### src/rtl/hazard_pkg.sv
// Shared types and defaults for the MIPS pipeline hazard controller.
package hazard_pkg;

    typedef enum logic [1:0] {
        RUN     = 2'd0,
        MD_BUSY = 2'd1
    } state_t;

    localparam int MD_LATENCY_DEF = 4;
    localparam int CNT_W_DEF      = 16;

    // Register $0 is hardwired to zero, so it never carries a true dependence.
    function automatic logic src_match(input logic [4:0] src, input logic [4:0] dst);
        return (dst != 5'd0) && (src == dst);
    endfunction

endpackage

### src/rtl/hazard_ctrl_sat_counter.sv
// Saturating up-counter with synchronous active-high clear.
module sat_counter #(
    parameter int W = 16
) (
    input  logic         clk,
    input  logic         rst,
    input  logic         inc,
    output logic [W-1:0] q
);

    always_ff @(posedge clk) begin
        if (rst) begin
            q <= '0;
        end else if (inc && (q != {W{1'b1}})) begin
            q <= q + W'(1);
        end
    end

endmodule

### src/rtl/hazard_ctrl.sv
// Hazard controller: load-use stalls, mult/div EX freeze, branch squash, perf counters.
// Optional macro FORWARDING_EN: when defined, only load-use hazards stall.
module hazard_ctrl
    import hazard_pkg::*;
#(
    parameter int MD_LATENCY = MD_LATENCY_DEF,
    parameter int CNT_W      = CNT_W_DEF
) (
    input  logic             clk,
    input  logic             rst,
    input  logic [4:0]       id_rs,
    input  logic [4:0]       id_rt,
    input  logic             id_uses_rt,
    input  logic             idex_memread,
    input  logic             idex_regwrite,
    input  logic [4:0]       idex_rd,
    input  logic             exmem_regwrite,
    input  logic [4:0]       exmem_rd,
    input  logic             branch_taken,
    input  logic             md_start,
    output logic             pc_write,
    output logic             ifid_write,
    output logic             idex_write,
    output logic             ifid_flush,
    output logic             idex_bubble,
    output logic             exmem_bubble,
    output logic             md_busy,
    output logic [CNT_W-1:0] stall_cnt,
    output logic [CNT_W-1:0] flush_cnt
);

    localparam int MD_CNT_W = (MD_LATENCY > 3) ? $clog2(MD_LATENCY - 1) : 1;
    localparam logic [MD_CNT_W-1:0] MD_CNT_INIT = MD_CNT_W'(MD_LATENCY - 2);

    state_t              state;
    logic [MD_CNT_W-1:0] md_cnt;

    logic dep_idex;
    logic dep_exmem;
    logic load_use;
    logic data_hazard;
    logic md_trigger;
    logic md_hold;
    logic freeze;
    logic stall_inc;
    logic flush_inc;

    assign dep_idex  = src_match(id_rs, idex_rd)  | (id_uses_rt & src_match(id_rt, idex_rd));
    assign dep_exmem = src_match(id_rs, exmem_rd) | (id_uses_rt & src_match(id_rt, exmem_rd));
    assign load_use  = idex_memread & dep_idex;

`ifdef FORWARDING_EN
    // Forwarding covers ALU results in EX/MEM and MEM/WB; only loads stall.
    logic unused_fwd;
    assign unused_fwd  = ^{idex_regwrite, exmem_regwrite, dep_exmem};
    assign data_hazard = load_use;
`else
    assign data_hazard = load_use
                       | (idex_regwrite  & dep_idex)
                       | (exmem_regwrite & dep_exmem);
`endif

    // md_start is only honoured from RUN; the release cycle ignores it.
    assign md_trigger = (state == RUN) && md_start;
    assign md_hold    = (state == MD_BUSY) && (md_cnt != '0);
    assign freeze     = md_trigger || md_hold;

    always_comb begin
        pc_write     = 1'b1;
        ifid_write   = 1'b1;
        idex_write   = 1'b1;
        ifid_flush   = 1'b0;
        idex_bubble  = 1'b0;
        exmem_bubble = 1'b0;
        md_busy      = (state == MD_BUSY);
        if (rst) begin
            pc_write     = 1'b0;
            ifid_write   = 1'b0;
            idex_write   = 1'b0;
            ifid_flush   = 1'b1;
            idex_bubble  = 1'b1;
            exmem_bubble = 1'b1;
            md_busy      = 1'b0;
        end else if (branch_taken) begin
            ifid_flush   = 1'b1;
            idex_bubble  = 1'b1;
            exmem_bubble = 1'b1;
        end else if (freeze) begin
            pc_write     = 1'b0;
            ifid_write   = 1'b0;
            idex_write   = 1'b0;
            exmem_bubble = 1'b1;
        end else if (data_hazard) begin
            pc_write     = 1'b0;
            ifid_write   = 1'b0;
            idex_bubble  = 1'b1;
        end
    end

    always_ff @(posedge clk) begin
        if (rst) begin
            state  <= RUN;
            md_cnt <= '0;
        end else if (branch_taken) begin
            state  <= RUN;
            md_cnt <= '0;
        end else begin
            case (state)
                RUN: begin
                    if (md_start) begin
                        state  <= MD_BUSY;
                        md_cnt <= MD_CNT_INIT;
                    end
                end
                MD_BUSY: begin
                    if (md_cnt != '0) begin
                        md_cnt <= md_cnt - MD_CNT_W'(1);
                    end else begin
                        state <= RUN;
                    end
                end
                default: begin
                    state  <= RUN;
                    md_cnt <= '0;
                end
            endcase
        end
    end

    assign stall_inc = !rst && !pc_write;
    assign flush_inc = !rst && branch_taken;

    sat_counter #(.W(CNT_W)) u_stall_cnt (
        .clk (clk),
        .rst (rst),
        .inc (stall_inc),
        .q   (stall_cnt)
    );

    sat_counter #(.W(CNT_W)) u_flush_cnt (
        .clk (clk),
        .rst (rst),
        .inc (flush_inc),
        .q   (flush_cnt)
    );

endmodule

### config.mk
export PLATFORM = sky130hd
export DESIGN_NAME = hazard_ctrl
export DESIGN_NICKNAME = d
export VERILOG_FILES = /design/src/rtl/hazard_pkg.sv /design/src/rtl/hazard_ctrl_sat_counter.sv /design/src/rtl/hazard_ctrl.sv
export SDC_FILE = /design/constraint.sdc
export NUM_CORES = 1
export LEC_CHECK = 0
export ABC_AREA = 1
export BUFFER_PORTS_ARGS = -buffer_cell sky130_fd_sc_hd__buf_2
export CAP_MARGIN = 20
export CORE_UTILIZATION = 25
export DETAILED_ROUTE_END_ITERATION = 10
export GPL_TIMING_DRIVEN = 1
export SYNTH_ARGS = -nofsm -noshare
export SYNTH_HDL_FRONTEND = slang
export SYNTH_SLANG_ARGS = --single-unit
### constraint.sdc
create_clock -name clk -period 2.2 [get_ports clk]
set_input_delay 0.11 -clock clk [delete_from_list [all_inputs] [get_ports clk]]
set_output_delay 0.11 -clock clk [all_outputs]
set_load 0.05 [all_outputs]
==> results_dict.tcl, run 1 <==
set metrics [dict create \
    status "complete, no violations" \
    path_common_cell "inv_1" \
    syn_inst 385 \
    route.detailed.drc 0 \
    via_per_inst 4.487 \
    clk_pin_slew_ns 0.08 \
    post_synth.cell_area_avg_um2 6.279 \
    cp-end-kind "primary output" \
    path_class "reg -> out" \
    num-fill-cells 1049 \
    ys_ff_latch 35 \
    netlist_area_um2 2417 \
    wire_per_inst_um 11.22 \
    numCtsBuffers 5 \
    finalCriticalPeriod_ns 1.868 \
    swShare 0.2813 \
    critical-path-top-delay-family "buffers and inverters" \
    grt_pass1_vias 2546 \
    slew_headroom 0.6746 \
    reg2reg_slack_ns 0.41 \
    die_h_um 100.3 \
    fin_ws_ns 0.3315 \
    grt_setup_unrepaired "false" \
    yosysTopAreaCell "dfxtp_1" \
    worstHoldStart "rst" \
    htreeDepth 2 \
    port_buffers 66 \
    postCtsHoldBufs 0 \
    synth_area_leaders "dfxtp_1 (29%), nand2_1 (16%), nand3_1 (8.1%)" \
    ant_nets 0 \
    crit_slowest_cell "dfxtp_1" \
    cp_slowest_stage_delay_ns 0.33 \
    cts_tree "yes" \
    arrival_ns 1.76 \
    worst_slew_pin_slew_ns 0.4836 \
    num_rows 35 \
    pwr-share-comb 0.161 \
    ys_seq_area_frac 0.2899 \
    pin_count 67 \
    cts.sinks 35 \
    antennaDiodeCount 0 \
    required_ns 2.09 \
    switchingPower_uw 422.7 \
    grt_pass1_wl_um 11270 \
    drive_above_1_share 0.2380 \
    drt_iter0_markers 160 \
    grt-ovfl-total 0 \
    intPower_mw 1.080 \
    fin_crit_sh 0.8493 \
    first_pass_iters 5 \
    tns_ns 0 \
    hold_class "in -> reg" \
    power_density_nw_per_um2 496.3 \
    hold_depth 2 \
    path_buf_inv 4 \
    drv_cap 0 \
    report.final.setup_viol 0 \
    slew_viol_final 0 \
    postCtsSetupBuffers 0 \
    cts_buffer_depth 2 \
    worst_ir_drop_vdd_v 0.0002398 \
    ys_types 31 \
    grt.total_usage 0.1379 \
    clock_latency_ns 0.30 \
    antenna_found_initial 0 \
    worstHoldEndpoint "u_flush_cnt.q[0]$_SDFFE_PP0P_" \
    layout_common_cells "nand2_1 (103), buf_2 (66), inv_1 (52)" \
    hold_viol 0 \
    cp_cell_sequence "inv_1, ha_1, nor2_1, inv_1, nand2_1, inv_1, nand3_2, a21oi_2, buf_2" \
    synth_fp_nets 416 \
    rr_worst_depth 9 \
    p_seq_frac 0.431 \
    r2r-start "u_flush_cnt.q[0]$_SDFFE_PP0P_" \
    grt_max_degree 18 \
    vias 2634 \
    coreArea_um2 9284 \
    total_leakage_power_nw 1.384 \
    p_clk_frac 0.408 \
    die_area_um2 10070 \
    post-place-ws_ns 0.4294 \
    finalWeightedCongestion 0.8520 \
    cp_max_fo 4 \
    die_w_um 100.3 \
    drt-total-wl_um 6584 \
    r2r-end "u_flush_cnt.q[8]$_SDFFE_PP0P_" \
    max_freq_mhz 535.2 \
    clock-root-buffer "clkbuf_8" \
    dpl.hpwl_um 5149 \
    cp-start-kind "register" \
    start_util 0.2604 \
    nNetsFinal 488 \
    layout_commonest_cell "nand2_1" \
    finalClockSkew_ns 0.006640 \
    synth_top_area_share 0.2899 \
    cts_resized 0 \
    syn2layout_area_growth_pct 25.26 \
    yosysWarnings 0 \
]
## cell families after synthesis
family | count (synthesis) | share of synthesized area
buffers and inverters | 61 | 0.1051
XOR/XNOR | 22 | 0.07971
AND/OR/NAND/NOR | 217 | 0.3949
adder cells (fa/ha/maj) | 3 | 0.01553
flip-flops | 35 | 0.2899
AO/OA/AOI/OAI | 47 | 0.1149
## per-layer routing
metal,vias to the layer above,routed length (um),track usage
met4,0,98,0.04682
met1,1174,3080,0.1821
met3,11,455,0.02716
met5,-,0,0
li1,1365,-,-
met2,84,2950,0.2239
## layout make-up
| cell class | instances | area (um^2) | area share |
|---|---|---|---|
| multi-input combinational | 289 | 1466 | 0.4843 |
| clock inverter | 2 | 35.03 | 0.01157 |
| timing repair buffer | 73 | 382.9 | 0.1264 |
| inverter | 53 | 198.9 | 0.06570 |
| tap | 129 | 161.4 | 0.05331 |
| sequential | 35 | 700.7 | 0.2314 |
| clock buffer | 6 | 82.58 | 0.02727 |
## worst max path at each step
stage / startpoint / end / slack (ns) / depth (start not counted)
6_report: md_cnt[0]$_SDFFE_PP0P_ / ifid_write / 0.33 / 9
5_1_grt: u_flush_cnt.q[0]$_SDFFE_PP0P_ / u_flush_cnt.q[8]$_SDFFE_PP0P_ / 0.19 / 9
4_1_cts: md_cnt[0]$_SDFFE_PP0P_ / ifid_write / 0.31 / 9
3_5_place_dp: u_stall_cnt.q[1]$_SDFFE_PP0P_ / u_stall_cnt.q[1]$_SDFFE_PP0P_ / 0.43 / 10
3_3_place_gp: u_stall_cnt.q[1]$_SDFFE_PP0P_ / u_stall_cnt.q[1]$_SDFFE_PP0P_ / 0.54 / 10
2_1_floorplan: md_cnt[0]$_SDFFE_PP0P_ / pc_write / 0.15 / 10
## power by group through the flow
| stage | sequential (mW) | clock [mW] | combinational, mW |
|---|---|---|---|
| final | 0.648 | 0.613 | 0.242 |
| after global routing | 0.649 | 0.656 | 0.269 |
| after CTS | 0.647 | 0.631 | 0.243 |
| after detailed placement | 0.662 | 0 | 0.242 |
| after global placement | 0.661 | 0 | 0.239 |
| after floorplan | 0.682 | 0 | 0.147 |
## cells in the mapped netlist
cell type / instances
ha_1: 3
nand4_1: 5
nor3b_1: 1
a211oi_1: 1
nand3_2: 2
a31oi_1: 1
a21oi_1: 21
o22ai_1: 1
inv_1: 52
nor3_1: 8
nor4_1: 2
xnor2_1: 11
inv_2: 1
dfxtp_1: 35
buf_1: 1
nand2_2: 11
xor2_1: 11
nor3_2: 1
a21oi_2: 10
buf_4: 2
nor2_1: 42
clkbuf_1: 3
nand2_4: 1
nor2_2: 1
buf_2: 1
nand2_1: 103
nand3_1: 39
buf_12: 1
o21ai_0: 11
nand3b_1: 1
o21ai_1: 2
## flip-flops by register name (all words and copies together), names as in the netlist
register	count
state	1
u_stall_cnt.q	16
u_flush_cnt.q	16
md_cnt	2
## per-stage QoR
step	instances	utilization	area [um^2]	power, mW	hold slack (ns)
floorplan	385	-	2421	0.8289	0.2915
global placement	579	0.3135	2910	0.9004	0.4237
detailed placement	579	0.3135	2910	0.9040	0.4262
CTS	587	0.3261	3028	1.521	0.1059
global route	587	0.3261	3028	1.574	0.1290
finish	587	0.3261	3028	1.503	0.1178
Power figures use the tool's default switching activity.
==> inputs of run 2 (changes only) <==
==> constraint.sdc (replaced) <==
create_clock -name clk -period 1.7 [get_ports clk]
set_input_delay 0.085 -clock clk [delete_from_list [all_inputs] [get_ports clk]]
set_output_delay 0.085 -clock clk [all_outputs]
set_load 0.05 [all_outputs]
==> results_dict.tcl, run 2 (synthesis results as in run 1) <==
set metrics [dict create \
    cp-start-kind "register" \
    grt_pass1_vias 2431 \
    post-route-util 0.3376 \
    dpl.hpwl_um 5272 \
    antennaDiodeCount 0 \
    syn2layout_area_growth_pct 29.66 \
    port_buffers 66 \
    drt-total-wl_um 6631 \
    intPower_mw 1.281 \
    drt_iter0_markers 102 \
    p_seq_frac 0.457 \
    numCtsBuffers 5 \
    die_area_um2 10070 \
    layout_commonest_cell "nand2_1" \
    power.total_mw 1.836 \
    hold_class "in -> reg" \
    worst_slew_pin_slew_ns 0.3291 \
    p_clk_frac 0.347 \
    clk_pin_slew_ns 0.08 \
    layout_common_cells "nand2_1 (102), buf_2 (63), inv_1 (51)" \
    htreeDepth 2 \
    path_class "reg -> out" \
    crit_slowest_cell "dfxtp_2" \
    slew_viol_final 0 \
    grt_max_degree 18 \
    max_freq_mhz 625.2 \
    via_per_inst 4.481 \
    cp_slowest_stage_delay_ns 0.33 \
    clock-root-buffer "clkbuf_8" \
    die_h_um 100.3 \
    nNetsFinal 491 \
    first_pass_iters 4 \
    start_util 0.2604 \
    route.detailed.drc 0 \
    worst_ir_drop_vdd_v 0.0002707 \
    swShare 0.3020 \
    cp_max_fo 4 \
    cts_buffer_depth 2 \
    cts_tree "yes" \
    cp_cell_sequence "inv_1, ha_1, nor2_2, inv_1, nand2_2, inv_4, a21oi_1, inv_1, buf_6" \
    fin_crit_sh 0.9408 \
    drive_above_1_share 0.2907 \
    hold_viol 0 \
    vias 2644 \
    finalNonFillerCells 590 \
    slew_headroom 0.7789 \
    status "complete, no violations" \
    report.final.setup_viol 0 \
    clock_latency_ns 0.29 \
    num_rows 35 \
    arrival_ns 1.51 \
    finalCriticalPeriod_ns 1.599 \
    power_density_nw_per_um2 585.7 \
    grt.total_usage 0.1336 \
    required_ns 1.62 \
    dp.cells 580 \
    path_common_cell "inv_1" \
    pin_count 67 \
    postCtsHoldBufs 0 \
    coreArea_um2 9284 \
    path_buf_inv 5 \
    wire_per_inst_um 11.24 \
    total_leakage_power_nw 1.402 \
    ant_nets 0 \
    tns_ns 0 \
    die_w_um 100.3 \
    grt_pass1_wl_um 10920 \
    cts.sinks 35 \
    finalWeightedCongestion 0.9334 \
    hold_ws_ns 0.1153 \
    grt_setup_unrepaired "true" \
    grt-ovfl-total 0 \
    largestRegisters "u_flush_cnt.q (16), u_stall_cnt.q (16), md_cnt (2)" \
    switchingPower_uw 554.4 \
    finalClockSkew_ns 0.006966 \
    cp-end-kind "primary output" \
    drv_cap 0 \
    critical-path-top-delay-family "buffers and inverters" \
    pwr-share-comb 0.197 \
    antenna_found_initial 0 \
]
==> run 2: final timing paths <==
path	startpoint	end	slack (ns)	cells past startpoint
setup reg to reg	u_flush_cnt.q[0]$_SDFFE_PP0P_	u_flush_cnt.q[2]$_SDFFE_PP0P_	0.13	8
hold / removal	rst	u_flush_cnt.q[7]$_SDFFE_PP0P_	0.12	2
hold reg to reg	md_cnt[0]$_SDFFE_PP0P_	md_cnt[0]$_SDFFE_PP0P_	0.42	1
setup / recovery	md_cnt[0]$_SDFFE_PP0P_	idex_bubble	0.10	9
==> run 2: worst reg2reg max path: cells and delay by family (launching register included) <==
family                     cells  cell delay, ns
and+or+nand+nor                5            0.46
DFF                            1            0.36
buffers and inverters          1            0.24
adders and majority gates      1            0.22
AOI/OAI and AO/OA              1            0.21
==> run 2: power groups by stage <==
stage	logic [mW]	clock network, mW	registers [mW]
floorplan	0.198	0	0.883
detailed placement	0.326	0	0.857
global route	0.396	0.692	0.839
finish	0.361	0.637	0.838
global placement	0.321	0	0.856
CTS	0.349	0.663	0.838
==> run 2: layer usage <==
metal | global-route usage | vias to the layer above | share of wire
li1 | - | 1369 | -
met1 | 0.1662 | 1214 | 0.46
met2 | 0.2318 | 55 | 0.48
met3 | 0.02786 | 6 | 0.044
met4 | 0.03790 | 0 | 0.011
met5 | 0 | - | 0
==> run 2: layout make-up <==
| class | instances | area, um^2 |
|---|---|---|
| fill | 1058 | 6150 |
| multi-input combinational | 289 | 1505 |
| sequential | 35 | 726.9 |
| timing repair buffer | 76 | 447.9 |
| inverter | 53 | 201.4 |
| tap | 129 | 161.4 |
| clock buffer | 7 | 86.33 |
| clock inverter | 1 | 5.005 |
==> run 2: timing repair <==
item	in CTS	in global routing
setup endpoints to repair	4	26
pin swaps	0	2
buffers inserted	2	0
gates resized for setup	7	10
cloned	0	0
==> run 2: stage by stage <==
stage,setup slack [ns],cell area (um^2)
after floorplan,-0.005692,2465
after global placement,0.07459,2958
after detailed placement,0.01415,2958
after CTS,0.02271,3100
after global routing,-0.06227,3134
final,0.1006,3134
